[config.mk]
export PLATFORM = sky130hd
export DESIGN_NAME = sync_fifo
export DESIGN_NICKNAME = d
export VERILOG_FILES = /design/src/rtl/sync_fifo_pkg.sv /design/src/rtl/sync_fifo_ram.sv /design/src/rtl/sync_fifo.sv
export SDC_FILE = /design/constraint.sdc
export NUM_CORES = 1
export LEC_CHECK = 0
export ABC_AREA = 0
export CAP_MARGIN = 20
export CORE_MARGIN = 8
export CORE_UTILIZATION = 50
export DETAILED_ROUTE_END_ITERATION = 8
export HOLD_SLACK_MARGIN = 0.15
export PLACE_DENSITY = 0.62
export SKIP_LAST_GASP = 1
export SYNTH_ARGS = -nofsm -noshare
export SYNTH_HDL_FRONTEND = slang
export SYNTH_SLANG_ARGS = --single-unit
[constraint.sdc]
create_clock -name clk -period 4.47 [get_ports clk]
set_input_delay 1.341 -clock clk [delete_from_list [all_inputs] [get_ports clk]]
set_output_delay 1.341 -clock clk [all_outputs]
set_load 0.01 [all_outputs]
[src/rtl/sync_fifo_pkg.sv]
// Shared constants and helpers for the sync_fifo slice.
package sync_fifo_pkg;

  localparam int DEFAULT_DATA_WIDTH = 8;
  localparam int DEFAULT_ADDR_WIDTH = 7;

  // Number of entries addressed by a pointer of the given width.
  function automatic int fifo_depth(input int addr_width);
    return 1 << addr_width;
  endfunction

endpackage

[src/rtl/sync_fifo_ram.sv]
// Storage for sync_fifo: one write port and one registered read port.
// The array itself is never reset; only the read register clears on rst_n,
// so data_out of the FIFO starts from zero.
module sync_fifo_ram #(
  parameter int DATA_WIDTH = 8,
  parameter int ADDR_WIDTH = 7
) (
  input  logic                  clk,
  input  logic                  rst_n,
  input  logic                  w_en,
  input  logic [ADDR_WIDTH-1:0] w_addr,
  input  logic [DATA_WIDTH-1:0] w_data,
  input  logic                  r_en,
  input  logic [ADDR_WIDTH-1:0] r_addr,
  output logic [DATA_WIDTH-1:0] r_data
);

  localparam int DEPTH = 1 << ADDR_WIDTH;

  logic [DATA_WIDTH-1:0] mem [DEPTH];

  // Write port: store the accepted word, no reset on the array.
  always_ff @(posedge clk) begin
    if (w_en) begin
      mem[w_addr] <= w_data;
    end
  end

  // Registered read port: load on an accepted read, otherwise hold.
  always_ff @(posedge clk or negedge rst_n) begin
    if (!rst_n) begin
      r_data <= '0;
    end else if (r_en) begin
      r_data <= mem[r_addr];
    end
  end

endmodule

[src/rtl/sync_fifo.sv]
// Single-clock FIFO with registered read data and an occupancy counter.
// Pointers, count and status flags live here; storage is in sync_fifo_ram.
// Optional build macro SYNC_FIFO_ERR_FLAGS_EN adds sticky overflow and
// underflow outputs, cleared only by rst_n.
module sync_fifo
  import sync_fifo_pkg::*;
#(
  parameter int DATA_WIDTH = DEFAULT_DATA_WIDTH,
  parameter int ADDR_WIDTH = DEFAULT_ADDR_WIDTH
) (
  input  logic                  clk,
  input  logic                  rst_n,
  input  logic                  w_en,
  input  logic [DATA_WIDTH-1:0] data_in,
  input  logic                  r_en,
  output logic [DATA_WIDTH-1:0] data_out,
  output logic                  full,
  output logic                  empty,
`ifdef SYNC_FIFO_ERR_FLAGS_EN
  output logic                  overflow,
  output logic                  underflow,
`endif
  output logic [ADDR_WIDTH:0]   count
);

  localparam int                  DEPTH    = fifo_depth(ADDR_WIDTH);
  localparam logic [ADDR_WIDTH:0] CNT_FULL = (ADDR_WIDTH + 1)'(DEPTH);
  localparam logic [ADDR_WIDTH:0] CNT_ONE  = (ADDR_WIDTH + 1)'(1);
  localparam logic [ADDR_WIDTH-1:0] PTR_ONE = ADDR_WIDTH'(1);

  logic [ADDR_WIDTH-1:0] wr_ptr;
  logic [ADDR_WIDTH-1:0] rd_ptr;
  logic                  wr_acc;
  logic                  rd_acc;

  // Flags come straight from the registered count; acceptance uses them,
  // so a write on empty never falls through and a write on full is dropped.
  assign full   = (count == CNT_FULL);
  assign empty  = (count == '0);
  assign wr_acc = w_en && !full;
  assign rd_acc = r_en && !empty;

  sync_fifo_ram #(
    .DATA_WIDTH (DATA_WIDTH),
    .ADDR_WIDTH (ADDR_WIDTH)
  ) u_ram (
    .clk    (clk),
    .rst_n  (rst_n),
    .w_en   (wr_acc),
    .w_addr (wr_ptr),
    .w_data (data_in),
    .r_en   (rd_acc),
    .r_addr (rd_ptr),
    .r_data (data_out)
  );

  // Pointers advance on accepted transfers and wrap naturally at DEPTH.
  always_ff @(posedge clk or negedge rst_n) begin
    if (!rst_n) begin
      wr_ptr <= '0;
      rd_ptr <= '0;
    end else begin
      if (wr_acc) wr_ptr <= wr_ptr + PTR_ONE;
      if (rd_acc) rd_ptr <= rd_ptr + PTR_ONE;
    end
  end

  // Occupancy: up on write only, down on read only, else unchanged.
  always_ff @(posedge clk or negedge rst_n) begin
    if (!rst_n) begin
      count <= '0;
    end else begin
      case ({wr_acc, rd_acc})
        2'b10:   count <= count + CNT_ONE;
        2'b01:   count <= count - CNT_ONE;
        default: count <= count;
      endcase
    end
  end

`ifdef SYNC_FIFO_ERR_FLAGS_EN
  // Sticky error flags: any request made against the blocking flag.
  always_ff @(posedge clk or negedge rst_n) begin
    if (!rst_n) begin
      overflow  <= 1'b0;
      underflow <= 1'b0;
    end else begin
      if (w_en && full)  overflow  <= 1'b1;
      if (r_en && empty) underflow <= 1'b1;
    end
  end
`endif

endmodule

# == After elaboration in Yosys (flattened, before gate mapping) ==
# Memory sizes are Yosys's and may differ from the RTL's. A register that Yosys moved wholly into a read port is not among the register bits.
# Index checks and enable logic that the tools add are counted.
# Widths: inputs -> output; s select.
# word_totals
inputBits,12
memories,1
mem_bits_rw,1024
ff_bits,22
word_cells,21
# mem_list
memory,depth,width,rd,rd_clocked_by_memory_dff,wr,line,text
u_ram.mem,128,8,1,1,1,sync_fifo_ram.sv:20,logic [DATA_WIDTH-1:0] mem [DEPTH];
# classes
addsub,4
eq_ne,3
reduce_logical,7
mux,3
# ops
operator,n
$pmux 8 s2,1
$add 7x1->7 const B,2
$add 8x1->8 const B,1
$eq 8x8->1 const B,1
$logic_not 8->1,1
$sub 8x1->8 const B,1
$logic_not 1->1,3
$eq 2x1->1 const B,1
$eq 2x2->1 const B,1
$logic_and 1x1->1,2
$mux 1,2
$reduce_bool 2->1,1

# == Depth between registers and ports, before layout ==
# Gate-level depths: netlist of the first run.
# logic_depth
word_depth,5
ltp_mapped,13
mapped_depth_nobuf,12

# == Modules after synthesis ==
# Synthesis of the first run repeated with hierarchy kept, for this count alone.
# unflattened
cells_unflattened,2120
hier_area_um2,41737.5
# modules_own_cells
module,area_each_um2,cells_per_inst,seq_area_each_um2,n_inst
sync_fifo_ram,40492.6,2000,30949.7,1
sync_fifo,1244.9,120,550.5,1

# == Worst setup path after synthesis of the first run ==
# Ideal clock, no wire load.
# synth_timing
kind,input to register
startpoint,in r_en
endpoint,reg count[7]
t_required_ns,4.383
stages,11
t_arrival_ns,4.059
n_path_buf,1
slack_ns,0.324
setup_time_ns,0.087
path_cell_list,inv_1 -> a31oi_1 -> clkbuf_1 -> ha_1 -> ha_1 -> a21o_1 -> a21oi_1 -> o21bai_1 -> a2111o_1 -> a2111o_1 -> o211ai_1
# synth_between
elab_chain_cells,3
# synth_lines
item,line,text
from (decl),sync_fifo.sv:15,"input logic r_en,"
$logic_and 1x1->1 *,sync_fifo.sv:41,assign rd_acc = r_en && !empty;
via rd_acc,sync_fifo.sv:34,logic rd_acc;
$eq 2x1->1 or $eq 2x2->1 (tied branches),sync_fifo.sv:73,"case ({wr_acc, rd_acc})"
$pmux 8 s2 or $reduce_bool 2->1 (tied branches),--,
to (signal assigned),sync_fifo.sv:74,2'b10: count <= count + CNT_ONE;
to (signal assigned),sync_fifo.sv:75,2'b01: count <= count - CNT_ONE;
to (signal assigned),sync_fifo.sv:76,default: count <= count;
to (decl),sync_fifo.sv:23,output logic [ADDR_WIDTH:0] count
# The timed path passes the listed nets; every way through them passes the cells marked *.
# A chain may end at the register's enable or synchronous reset.

# == Worst setup path after layout of the first run ==
# layout_timing
startpoint,reg count[4]
endpoint,out full
# layout_between
elab_chain_cells,1
# layout_lines
item,line,text
$eq 8x8->1,sync_fifo.sv:38,assign full = (count == CNT_FULL);
to (decl),sync_fifo.sv:17,"output logic full,"
# No other way between the ends.

==> impl_metrics.py, run 1 <==
metrics = {
    "setup_path": {
        "cp.required_ns": 3.13,
        "critPathLaunchType": "flop",
        "cp_max_fo": 4,
        "cp_data_arrival_time_ns": 2.37,
        "critical_path.endpoint_type": "output pin",
        "worstSetupPathType": "flop to output pin",
    },
    "floorplan": {
        "coreArea_um2": 81800,
        "die_h_um": 303,
        "row_count": 105,
        "die_area_um2": 92000,
        "die_w_um": 303,
        "start_util_pct": 50.4,
        "ios": 30,
    },
    "sta": {
        "whs_ns": 0.519,
        "finalSetupViolCount": 0,
        "fin_crit_sh_pct": 82.9,
        "grt_setup_unrepaired": "no",
        "slew-limit-headroom_pct": 25.8,
        "period_needed_ns": 3.71,
        "finClkSkew_ns": 0.0266,
        "fmax_mhz": 270,
        "tightest_slew_ns": 1.11,
        "final_hold_viol_count": 0,
        "maxSlewViolCount": 0,
        "tns_ns": 0,
    },
    "pwr": {
        "p_leak_uw": 0.0149,
        "max-vdd-ir-drop_mv": 0.438,
        "p_per_area_nw_per_um2": 594,
    },
    "yosys": {
        "synth_cells": 2041,
        "synthXorXnorAreaFrac_pct": 0.382,
        "synthMuxAreaShare_pct": 15.3,
        "synth_top_area_cell": "edfxtp_1",
        "synth_cell_types": 46,
        "synth-adder-area-share_pct": 0.321,
        "async_reset_ff_share_pct": 2.85,
        "syn_area_per_cell_um2": 20.2,
        "synth_ff_type": "edfxtp_1",
        "synth_seq_cells": 1054,
        "synthSimpleGateAreaFrac_pct": 2.76,
        "yosysSeqAreaShare_pct": 76.3,
        "synth_nets": 2063,
        "synth_top_family_by_area": "multiplexers",
        "synth.area.top_cells": "edfxtp_1 (75%), mux4_2 (11%), mux2i_1 (4.3%)",
        "netlist_area_um2": 41300,
        "synth_compound_area_share_pct": 3.30,
        "yosysWarnings": 0,
        "synth_edf_count": 1024,
        "synth_top_cell_area_share_pct": 74.5,
    },
    "layout": {
        "seqCellArea_um2": 31500,
        "final_cell_mix": "edfxtp_1 (1,024), mux4_2 (198), mux2i_1 (178)",
        "layout_commonest_cell": "edfxtp_1",
        "fin_nets": 2162,
        "multi_input_area_um2": 9100,
        "drive_gt1_share_pct": 20.3,
        "area_delta_synth_final_pct": 12.3,
        "fill_cells": 5995,
        "design_area_um2": 46300,
    },
    "place": {
        "post-dp-hpwl_mm": 56.5,
        "place.gp.congestion": 0.830,
        "place_area_um2": 43000,
        "port_buffers": 29,
    },
    "global_routing": {
        "grt_start_max_net_pins": 113,
        "grt_pass1_wl_mm": 137,
        "grt_use_total_pct": 20.3,
        "gr-total-overflow": 0,
        "grt_antenna_before_repair": 3,
        "grt_pass1_vias": 20500,
    },
    "job": {
        "drv_cap": 0,
    },
    "route": {
        "routed_wl_mm": 92.5,
        "top_layer": "met5",
        "wl_met1_mm": 38.8,
        "dr.pass1.iters": 5,
        "drc": 0,
        "via_per_inst": 6.03,
        "wl_met2_mm": 44.8,
        "vias": 19900,
        "drt_iter0_markers": 1869,
        "route.met3.wl_mm": 6.53,
        "avgRoutedWirePerCell_um": 28.0,
        "ant_nets": 0,
    },
    "cts": {
        "cts.clk_slew.worst_paths_ns": 0.06,
        "htreeDepth": 3,
        "clock_latency_ns": 0.66,
        "cts_hold_buf": 0,
        "postCtsSetupBuffers": 0,
        "cts_resized": 0,
        "cts_sinks": 1054,
        "cts_tree": "done",
        "cts_buffers": 102,
        "cts-root-buf": "clkbuf_16",
        "clockBufferDepth": 3,
    },
    "hold_path": {
        "hp-class": "flop to flop",
    },
    "outcome": {
        "outcome": "completed",
    },
}
-- path summary, 6_finish.rpt --
check / end / startpoint / slack, ns / cells past startpoint
setup / recovery: full / count[4] / 0.76 / 4
hold reg to reg: rd_ptr[6] / rd_ptr[6] / 0.52 / 1
setup reg to reg: count[7] / count[4] / 0.94 / 12
hold / removal: rd_ptr[6] / rd_ptr[6] / 0.52 / 1
max in group asynchronous: rd_ptr[0] / rst_n / 3.08 / 1
min in group asynchronous: count[6] / rst_n / 0.77 / 1
-- area by class of cell --
cell class                 count  share of cell area, %
timing repair buffer         113                   2.26
tap                         1070                   2.89
multi-input combinational    860                   19.6
clock inverter                62                   1.19
sequential                  1054                   68.0
clock buffer                 129                   5.93
antenna                        1                0.00540
inverter                       9                 0.0729
-- registers in the layout, summed over array words and instances (netlist names) --
register / cells
count: 8
u_ram.r_data: 8
rd_ptr: 7
u_ram.mem: 1024
wr_ptr: 7
-- cells in the mapped netlist, types with 6 or more instances --
cell,n
o221a_1,6
nor2b_1,18
a2111oi_0,7
buf_4,10
dfrtp_1,30
a211o_1,7
buf_6,18
o21ai_0,22
a21oi_1,6
nand2_1,32
a22oi_1,23
a211oi_1,27
buf_1,13
clkbuf_1,52
xnor2_1,13
ha_1,9
inv_1,9
o221ai_1,9
edfxtp_1,1024
or4_1,7
o22ai_1,56
o211ai_1,8
buf_2,24
mux4_2,198
nand3_1,17
mux2i_1,178
nor3_1,12
nor2_1,155
a22o_1,8
-- logic make-up after synthesis --
family | count (synthesis)
XOR/XNOR | 18
flip-flops | 1054
buffers and inverters | 127
adder cells (fa/ha/maj) | 10
AO/OA/AOI/OAI | 191
multiplexers | 381
AND/OR/NAND/NOR | 260
-- worst max-delay path, stage by stage, from the launching register on --
cell and delay (ns):
dfrtp_1 0.42, nor4_1 0.49, nand3_1 0.17, inv_1 0.10
clkdlybuf4s50_1 0.54
-- metal layers --
metal  GRT usage, %  vias to the layer above
met5              0                        -
met4           6.18                        2
met3           3.93                      155
met2           32.9                      704
met1           28.0                    10400
li1               -                     8618
-- power by group --
group | switching (uW) | internal, uW | leakage [uW]
clock network | 3600 | 4860 | 0.00160
registers | 399 | 11200 | 0.00956
logic | 4210 | 3280 | 0.00375
total | 8210 | 19300 | 0.0149
-- metrics by stage --
stage / setup WS, ns / power, uW / cells / utilization, %
finish: 0.762 / 27500 / 3298 / 56.6
global route: 0.563 / 28500 / 3297 / 56.6
CTS: 0.705 / 27700 / 3295 / 56.5
detailed placement: 0.299 / 19300 / 3104 / 52.5
global placement: 0.329 / 19300 / 3104 / 52.5
floorplan: 0.324 / 16800 / 2041 / -
No activity file was read; power rests on OpenSTA's default activity.
==> inputs of run 2 (changes only) <==
- PLACE_DENSITY: 0.62 -> 0.65
- clock period: 4.47 -> 3.11 ns (I/O delays scaled with it)
==> impl_metrics.py, run 2 (synthesis results as in run 1) <==
metrics = {
    "sta": {
        "tightest_slew_ns": 0.761,
        "period_needed_ns": 3.05,
        "finClkSkew_ns": 0.0300,
        "final_hold_viol_count": 0,
        "tns_ns": 0,
        "fin_crit_sh_pct": 98.1,
        "finalSetupViolCount": 0,
        "slew-limit-headroom_pct": 48.0,
        "grt_setup_unrepaired": "yes",
        "maxSlewViolCount": 0,
        "fmax_mhz": 328,
    },
    "floorplan": {
        "coreArea_um2": 81800,
        "die_area_um2": 92000,
        "row_count": 105,
        "ios": 30,
        "start_util_pct": 50.4,
        "die_h_um": 303,
        "die_w_um": 303,
    },
    "route": {
        "dr.pass1.iters": 7,
        "vias": 20700,
        "ant_nets": 0,
        "drt_iter0_markers": 1977,
        "via_per_inst": 5.96,
        "drc": 0,
        "routed_wl_mm": 93.4,
        "avgRoutedWirePerCell_um": 26.9,
    },
    "layout": {
        "fin_cells": 3477,
        "largestRegisters": "u_ram.mem (1024), count (8), u_ram.r_data (8)",
        "seqCellArea_um2": 31500,
        "fin_nets": 2346,
        "area_delta_synth_final_pct": 16.5,
        "layout_commonest_cell": "edfxtp_1",
        "largest_register_ffs": 1024,
        "fin_util_pct": 58.7,
        "regMostFlops": "u_ram.mem",
        "multi_input_area_um2": 9180,
        "drive_gt1_share_pct": 26.6,
        "final_cell_mix": "edfxtp_1 (1,024), buf_4 (243), mux4_2 (198)",
        "fill_cells": 5842,
    },
    "pwr": {
        "max-vdd-ir-drop_mv": 0.520,
        "power_uw": 40800,
        "p_leak_uw": 0.0160,
        "p_per_area_nw_per_um2": 848,
    },
    "job": {
        "drv_cap": 0,
    },
    "cts": {
        "htreeDepth": 3,
        "clockBufferDepth": 3,
        "cts-root-buf": "clkbuf_16",
        "clock_latency_ns": 0.67,
        "cts_hold_buf": 0,
        "cts_tree": "done",
        "cts.clk_slew.worst_paths_ns": 0.06,
        "cts_buffers": 105,
        "cts_sinks": 1054,
    },
    "place": {
        "place.gp.congestion": 0.843,
        "port_buffers": 29,
        "dpl.cell_count": 3282,
        "post-dp-hpwl_mm": 58.5,
    },
    "global_routing": {
        "gr-total-overflow": 0,
        "grt_pass1_wl_mm": 139,
        "grt_start_max_net_pins": 129,
        "grt_antenna_before_repair": 0,
        "grt_use_total_pct": 20.5,
        "grt_pass1_vias": 21100,
    },
    "setup_path": {
        "critical_path.endpoint_type": "flop",
        "cp_data_arrival_time_ns": 3.60,
        "cp_max_fo": 11,
        "critPathLaunchType": "flop",
        "timing.rr.end": "u_ram.r_data[3]",
        "cp.required_ns": 3.66,
        "worstSetupPathType": "flop to flop",
        "reg2reg_from": "rd_ptr[0]",
        "rr_worst_depth": 9,
        "ff2ff_setup_slack_ns": 0.06,
    },
    "outcome": {
        "outcome": "completed",
    },
    "hold_path": {
        "hp-class": "input pin to async pin",
    },
}
==> run 2: layer usage <==
metal / up-vias / wire [um] / track usage [%]
met3: 137 / 7000 / 3.65
li1: 8962 / - / -
met4: 0 / 2230 / 6.09
met5: - / 0 / 0
met2: 797 / 44000 / 31.9
met1: 10800 / 40100 / 29.8
==> run 2: worst max-delay path by stage <==
stage               startpoint  slack [ns]               to
floorplan                 r_en       0.005         count[7]
global placement          r_en       -0.24         count[7]
detailed placement        r_en       -0.30         count[7]
CTS                  rd_ptr[0]        0.01  u_ram.r_data[6]
global route          count[3]       -0.04         count[7]
finish               rd_ptr[0]        0.06  u_ram.r_data[3]
==> run 2: where the power goes <==
group | switching [uW] | internal, uW
Combinational | 6510 | 5390
Clock | 5170 | 7180
Sequential | 465 | 16000
==> run 2: final cells by class <==
cell class                 count  area share [%]
tap                         1070            2.79
inverter                       9          0.0703
sequential                  1054            65.6
clock inverter                52            1.08
multi-input combinational    860            19.1
clock buffer                 137            5.93
antenna                        1         0.00521
timing repair buffer         294            5.47
==> run 2: per-stage QoR <==
step / area (um2) / setup WS (ns) / hold WS [ns]
after CTS: 48000 / 0.0127 / 0.329
after global placement: 44600 / -0.239 / 0.529
after detailed placement: 44600 / -0.297 / 0.525
after floorplan: 41300 / 0.00520 / 0.458
after global routing: 48100 / -0.0443 / 0.386
final: 48100 / 0.0588 / 0.349
==> run 2: worst max-delay path, stage by stage (launching register included) <==
cell,delay (ns)
dfrtp_4,0.53
buf_12,0.19
buf_12,0.17
mux4_2,0.54
mux2i_1,0.27
nor2_1,0.12
a2111oi_0,0.68
buf_4,0.22
o31a_1,0.13
nor3_1,0.05
==> run 2: timing repair <==
| action | CTS | global route |
|---|---|---|
| buffers inserted | 2 | 3 |
| setup endpoints to repair | 3 | 3 |
| pin swaps | 2 | 2 |
| gates resized for setup | 2 | 8 |
| hold endpoints to repair | 0 | 0 |
